--- config.mk ---
export PLATFORM = sky130hd
export DESIGN_NAME = bus_arbiter_flat
export DESIGN_NICKNAME = d
export VERILOG_FILES = /design/src/rtl/serial_bus_pkg.sv /design/src/rtl/bus_arbiter_if.sv /design/src/rtl/rr_picker.sv /design/src/rtl/bus_arbiter.sv /design/src/flat_wrapper.sv
export SDC_FILE = /design/constraint.sdc
export NUM_CORES = 1
export LEC_CHECK = 0
export CORE_UTILIZATION = 55
export DETAILED_ROUTE_END_ITERATION = 16
export PLACE_DENSITY = 0.84
export SKIP_LAST_GASP = 1
export SYNTH_ARGS = -nofsm -noshare
export SYNTH_HDL_FRONTEND = slang
export SYNTH_SLANG_ARGS = --single-unit
--- constraint.sdc ---
create_clock -name clk -period 4.2 [get_ports clk]
set_clock_uncertainty 0.15 [all_clocks]
set_input_delay 1.26 -clock clk [delete_from_list [all_inputs] [get_ports clk]]
set_output_delay 1.26 -clock clk [all_outputs]
set_load 0.05 [all_outputs]
--- src/rtl/serial_bus_pkg.sv ---
// serial_bus_pkg: shared arbitration state type and defaults for the serial bus
package serial_bus_pkg;
    typedef enum logic [1:0] {IDLE, GRANT, BUSY, RELEASE} arb_state_t;
    localparam int DEFAULT_TIMEOUT = 4096;
endpackage

--- src/rtl/bus_arbiter_if.sv ---
// bus_arbiter_if: request/grant/status bundle between master ports and the arbiter
interface bus_arbiter_if #(
    parameter int NUM_MASTERS = 2,
    parameter int IDX_W = $clog2(NUM_MASTERS)
);
    logic [NUM_MASTERS-1:0] approval_request;
    logic [NUM_MASTERS-1:0] trans_done;
    logic [NUM_MASTERS-1:0] approval_grant;
    logic arbitor_busy;
    logic bus_busy;
    logic [IDX_W-1:0] grant_idx;
    logic grant_valid;
    logic timeout_err;
    modport slave (
        input approval_request, trans_done,
        output approval_grant, arbitor_busy, bus_busy, grant_idx, grant_valid, timeout_err
    );
    modport master (
        output approval_request, trans_done,
        input approval_grant, arbitor_busy, bus_busy, grant_idx, grant_valid, timeout_err
    );
endinterface

--- src/rtl/rr_picker.sv ---
// rr_picker: finds the first set request bit after last, wrapping around
module rr_picker #(
    parameter int NUM_MASTERS = 2,
    parameter int IDX_W = $clog2(NUM_MASTERS)
) (
    input  logic [NUM_MASTERS-1:0] req,
    input  logic [IDX_W-1:0]       last,
    output logic                   found,
    output logic [IDX_W-1:0]       idx
);
    always_comb begin
        found = 1'b0;
        idx = '0;
        // walk farthest-first so the nearest candidate after last wins
        for (int i = NUM_MASTERS; i >= 1; i--) begin
            if (req[IDX_W'((int'(last) + i) % NUM_MASTERS)]) begin
                found = 1'b1;
                idx = IDX_W'((int'(last) + i) % NUM_MASTERS);
            end
        end
    end
endmodule

--- src/rtl/bus_arbiter.sv ---
// bus_arbiter: round-robin bus ownership FSM with hung-master watchdog
module bus_arbiter
    import serial_bus_pkg::*;
#(
    parameter int NUM_MASTERS = 2,
    parameter int TIMEOUT = DEFAULT_TIMEOUT,
    parameter int IDX_W = $clog2(NUM_MASTERS)
) (
    input logic clk,
    input logic reset,
    bus_arbiter_if.slave bus
);
    localparam int CNT_W = $clog2(TIMEOUT);
    arb_state_t state_q, state_d;
    logic [IDX_W-1:0] owner_q, owner_d, last_q, last_d, pick_idx;
    logic [CNT_W-1:0] cnt_q, cnt_d;
    logic tmo_q, tmo_d, pick_found;
    rr_picker #(.NUM_MASTERS(NUM_MASTERS), .IDX_W(IDX_W)) u_pick (
        .req(bus.approval_request),
        .last(last_q),
        .found(pick_found),
        .idx(pick_idx)
    );
    always_comb begin
        state_d = state_q;
        owner_d = owner_q;
        last_d = last_q;
        cnt_d = '0;
        tmo_d = 1'b0;
        case (state_q)
            IDLE: begin
                if (pick_found) begin
                    owner_d = pick_idx;
                    state_d = GRANT;
                end
            end
            GRANT: state_d = bus.approval_request[owner_q] ? BUSY : RELEASE;
            BUSY: begin
                if (bus.trans_done[owner_q]) state_d = RELEASE;
                else if (cnt_q == CNT_W'(TIMEOUT - 1)) begin
                    state_d = RELEASE;
                    tmo_d = 1'b1;
                end else cnt_d = cnt_q + 1'b1;
            end
            RELEASE: begin
                last_d = owner_q;
                state_d = IDLE;
            end
        endcase
    end
    always_ff @(posedge clk) begin
        if (!reset) begin
            state_q <= IDLE;
            owner_q <= '0;
            last_q <= IDX_W'(NUM_MASTERS - 1);
            cnt_q <= '0;
            tmo_q <= 1'b0;
        end else begin
            state_q <= state_d;
            owner_q <= owner_d;
            last_q <= last_d;
            cnt_q <= cnt_d;
            tmo_q <= tmo_d;
        end
    end
    assign bus.approval_grant = (state_q == GRANT || state_q == BUSY)
                              ? ({{(NUM_MASTERS-1){1'b0}}, 1'b1} << owner_q) : '0;
    assign bus.arbitor_busy = state_q != IDLE;
    assign bus.bus_busy = state_q == BUSY;
    assign bus.grant_idx = owner_q;
    assign bus.grant_valid = state_q == GRANT || state_q == BUSY;
    assign bus.timeout_err = tmo_q;
endmodule

--- src/flat_wrapper.sv ---
// flat-port wrapper written by rule: the top's interface ports become plain ports
module bus_arbiter_flat import serial_bus_pkg::*;
#(
    parameter int NUM_MASTERS = 2,
    parameter int TIMEOUT = DEFAULT_TIMEOUT,
    parameter int IDX_W = $clog2(NUM_MASTERS)
)
  (clk, reset, bus_approval_request, bus_trans_done, bus_approval_grant, bus_arbitor_busy, bus_bus_busy, bus_grant_idx, bus_grant_valid, bus_timeout_err);
  bus_arbiter_if #(.NUM_MASTERS(NUM_MASTERS), .IDX_W(IDX_W)) bus_i ();
  input logic clk;
  input logic reset;
  input wire logic [$bits(bus_i.approval_request)-1:0] bus_approval_request;
  input wire logic [$bits(bus_i.trans_done)-1:0] bus_trans_done;
  output wire logic [$bits(bus_i.approval_grant)-1:0] bus_approval_grant;
  output wire logic [$bits(bus_i.arbitor_busy)-1:0] bus_arbitor_busy;
  output wire logic [$bits(bus_i.bus_busy)-1:0] bus_bus_busy;
  output wire logic [$bits(bus_i.grant_idx)-1:0] bus_grant_idx;
  output wire logic [$bits(bus_i.grant_valid)-1:0] bus_grant_valid;
  output wire logic [$bits(bus_i.timeout_err)-1:0] bus_timeout_err;
  assign bus_i.approval_request = bus_approval_request;
  assign bus_i.trans_done = bus_trans_done;
  assign bus_approval_grant = bus_i.approval_grant;
  assign bus_arbitor_busy = bus_i.arbitor_busy;
  assign bus_bus_busy = bus_i.bus_busy;
  assign bus_grant_idx = bus_i.grant_idx;
  assign bus_grant_valid = bus_i.grant_valid;
  assign bus_timeout_err = bus_i.timeout_err;
  bus_arbiter #(.NUM_MASTERS(NUM_MASTERS), .TIMEOUT(TIMEOUT), .IDX_W(IDX_W)) u_core (.clk(clk), .reset(reset), .bus(bus_i));
endmodule
==> run_results.csv <==
group,metric,value,unit
timing,setup_viol,0,
logic_synthesis,synth-main-ff-cell,"dfxtp_1",
power_and_ir_drop,power_density,589,mW/mm2
final_layout,num_antenna_cells,0,
power_and_ir_drop,p_leak,0.000379,uW
timing,hold_violations,0,
power_and_ir_drop,ir_drop,0.482,mV
cts,post-cts-setup-buffer-count,0,
run_status,status,"complete, no violations",
global_routing,grt.overflow.total,0,
cts,ctsLongestPathBuffers,2,
global_routing,grt_most_used_layer,"met2",
worst_setup_path,path_delay_family,"buffers and inverters",
worst_setup_path,cp_max_fo,4,
worst_setup_path,ff2ff_setup_slack,2.39,ns
power_and_ir_drop,p_sw_frac,0.452,
cts,htree_levels,1,
logic_synthesis,synth_edf_count,0,
worst_setup_path,worstSetupStartpointType,"flop",
logic_synthesis,ys_ff_latch,17,
timing,hold_ws,0.300,ns
cts,tritoncts,"done",
logic_synthesis,netlist_area,858,um2
logic_synthesis,async_flop_share,0,
route,drc,0,
timing,relSlewSlack,0.665,
cts,cts-root-buf,"clkbuf_4",
timing,tightestPinTransition,0.500,ns
worst_setup_path,slowest_delay,0.81,ns
final_layout,fin_nets,120,
worst_setup_path,path_class,"flop to output port",
power_and_ir_drop,p_int,328,uW
final_layout,syn2layout_area_growth,18.7,%
route,drtIter0Drc,19,
route,wl_per_cell,13.6,um
worst_setup_path,cp.arrival,2.10,ns
cts,path_clk_slew,0.10,ns
flow_run,drv_cap,0,
route,postRouteAntennaNets,0,
timing,timing.setup.tns,0,ns
timing,fin_crit_sh,0.835,
global_routing,met1_usage,0.279,
floorplan,row_count,13,
power_and_ir_drop,p_switching,271,uW
route,vias,704,
placement,gp_congestion,0.802,
logic_synthesis,seq_area_frac_synth,0.397,
cts,hold_buffers,0,
power_and_ir_drop,pwr-share-seq,0.322,
power_and_ir_drop,pwr-share-clk,0.143,
timing,rsz0062_at_grt,"false",
global_routing,grt_max_degree,10,
global_routing,grt_pass1_wl,2870,um
floorplan,start_util,0.621,
route,drt-pass1-iter-count,4,
placement,hpwl,1350,um
hold_path,holdCritPathClass,"flop to flop",
logic_synthesis,yosysUniqueCellTypes,30,
route,drt-total-wl,1660,um
global_routing,grt_pass1_vias,630,
timing,drv_slew,0,
power_and_ir_drop,pwr-share-comb,0.535,
global_routing,use_met2,0.338,
cts,cts_buffers,3,
route,detail_route.vias_per_cell,5.77,
worst_setup_path,critPathRequiredTime,2.79,ns
logic_synthesis,yosysWarningCount,0,
global_routing,use_met3,0.0696,
timing,fmax,285,MHz
cts,worstSkewPairLatency,0.29,ns
floorplan,die_y,41.5,um
timing,period_needed,3.51,ns
logic_synthesis,avgSynthCellArea,9.33,um2
final_layout,drive_above_1_share,0.0654,
floorplan,dieWidth,41.5,um
floorplan,dieArea,0.00172,mm2
worst_setup_path,cp_num_buf_inv,2,
logic_synthesis,syn_inst,92,
worst_setup_path,crit_chain,"inv_1 -> ha_1 -> nor2b_1 -> clkdlybuf4s50_1",
worst_setup_path,critPathSlowestCell,"clkdlybuf4s50_1",
logic_synthesis,syn_nets,104,
floorplan,core,0.00138,mm2
worst_setup_path,cp-end-kind,"output port",
global_routing,grt_usage,0.217,
floorplan,pin_count,13,
global_routing,antenna_found_initial,0,
cts,clock_sinks,17,
cts,cts.repair.resized,0,
placement,portBuffers,12,
==> sequential cells by signal, indices dropped and copies added (netlist names) <==
register,cells
u_core.last_q,1
u_core.state_q,2
u_core.bus.timeout_err,1
u_core.bus.grant_idx,1
u_core.cnt_q,12
==> worst reg2reg max path, stage by stage, from the launching register on <==
cell and delay [ns]:
dfxtp_1 0.34, ha_1 0.25, and2_0 0.26, and4_1 0.27, o221a_1 0.22, o221a_1 0.23
==> power by group through the flow <==
stage | Combinational (uW) | Sequential (uW) | Clock, uW
floorplan | 219 | 205 | 0
global placement | 312 | 196 | 0
detailed placement | 322 | 197 | 0
CTS | 323 | 194 | 89.5
global route | 338 | 197 | 95.0
finish | 321 | 193 | 85.6
==> placed cells by master, fill, tap and decap left out <==
master / netlist / final
nor2_1: 13 / 13
and4_1: 2 / 2
and2_0: 1 / 1
o221a_1: 2 / 2
or3_1: 1 / 1
and2_2: 1 / 1
o21ai_0: 2 / 2
nand2_1: 6 / 6
mux2i_1: 3 / 3
nand2b_1: 2 / 2
nor3_1: 1 / 1
a211o_1: 1 / 1
and3_1: 3 / 3
a221o_1: 1 / 1
dfxtp_1: 17 / 17
xnor2_1: 4 / 4
and2_1: 1 / 1
o211ai_1: 1 / 1
nand3_1: 3 / 3
nor2b_1: 1 / 1
a311oi_1: 1 / 1
nand4_4: 1 / 1
a21oi_1: 2 / 2
a21oi_2: 1 / 1
nand4_1: 3 / 3
ha_1: 6 / 6
clkbuf_4: 0 / 3
clkdlybuf4s50_1: 0 / 12
xor2_1: 5 / 5
inv_1: 5 / 5
and4_4: 1 / 1
clkbuf_1: 0 / 1
==> final cells by class <==
type,count,area (um2)
flip-flops and latches,17,340
fillers,115,364
well taps,15,18.8
repair buffers,12,120
inverters,5,18.8
multi-input cells,69,494
clock buffers,4,26.3
==> through the flow <==
stage	cells	power, uW	area (um2)	util	setup slack [ns]
floorplan	92	424	858	-	0.974
global placement	118	508	992	0.718	1.08
detailed placement	118	520	992	0.718	1.01
CTS	122	606	1020	0.737	0.682
global route	122	630	1020	0.737	0.592
finish	122	600	1020	0.737	0.693
==> per-layer routing <==
layer  wire length [um]  share of wire
met1                757           0.46
met2                796           0.48
met3                 88          0.053
met4                 20          0.012
met5                  0              0
==> cells in the mapped netlist (all sizes together), types with 4 or more instances <==
master,number,share of area
dfxtp,17,0.40
nor2,13,0.057
ha,6,0.087
nand2,6,0.026
inv,5,0.022
xor2,5,0.051
nand4,4,0.047
xnor2,4,0.041
==> final timing paths <==
kind / from / to / cells after the start
worst min register to register: u_core.last_q / u_core.bus.grant_idx / 1
worst max-delay path: u_core.state_q[0] / bus_approval_grant[0] / 4
worst max register to register: u_core.cnt_q[0] / u_core.state_q[0] / 5
worst min-delay path: u_core.last_q / u_core.bus.grant_idx / 1
==> cell families (layout without fill, tap and decap cells) <==
family,after synthesis,count (layout),share of synthesized area
XOR/XNOR,9,9,0.0918
flip-flops,17,17,0.397
multiplexers,3,3,0.0350
adder cells (fa/ha/maj),6,6,0.0875
AND/OR/NAND/NOR,40,40,0.261
buffers and inverters,6,21,0.0277
AO/OA/AOI/OAI,11,11,0.101
Note: power is estimated with default switching activity, not from simulation.
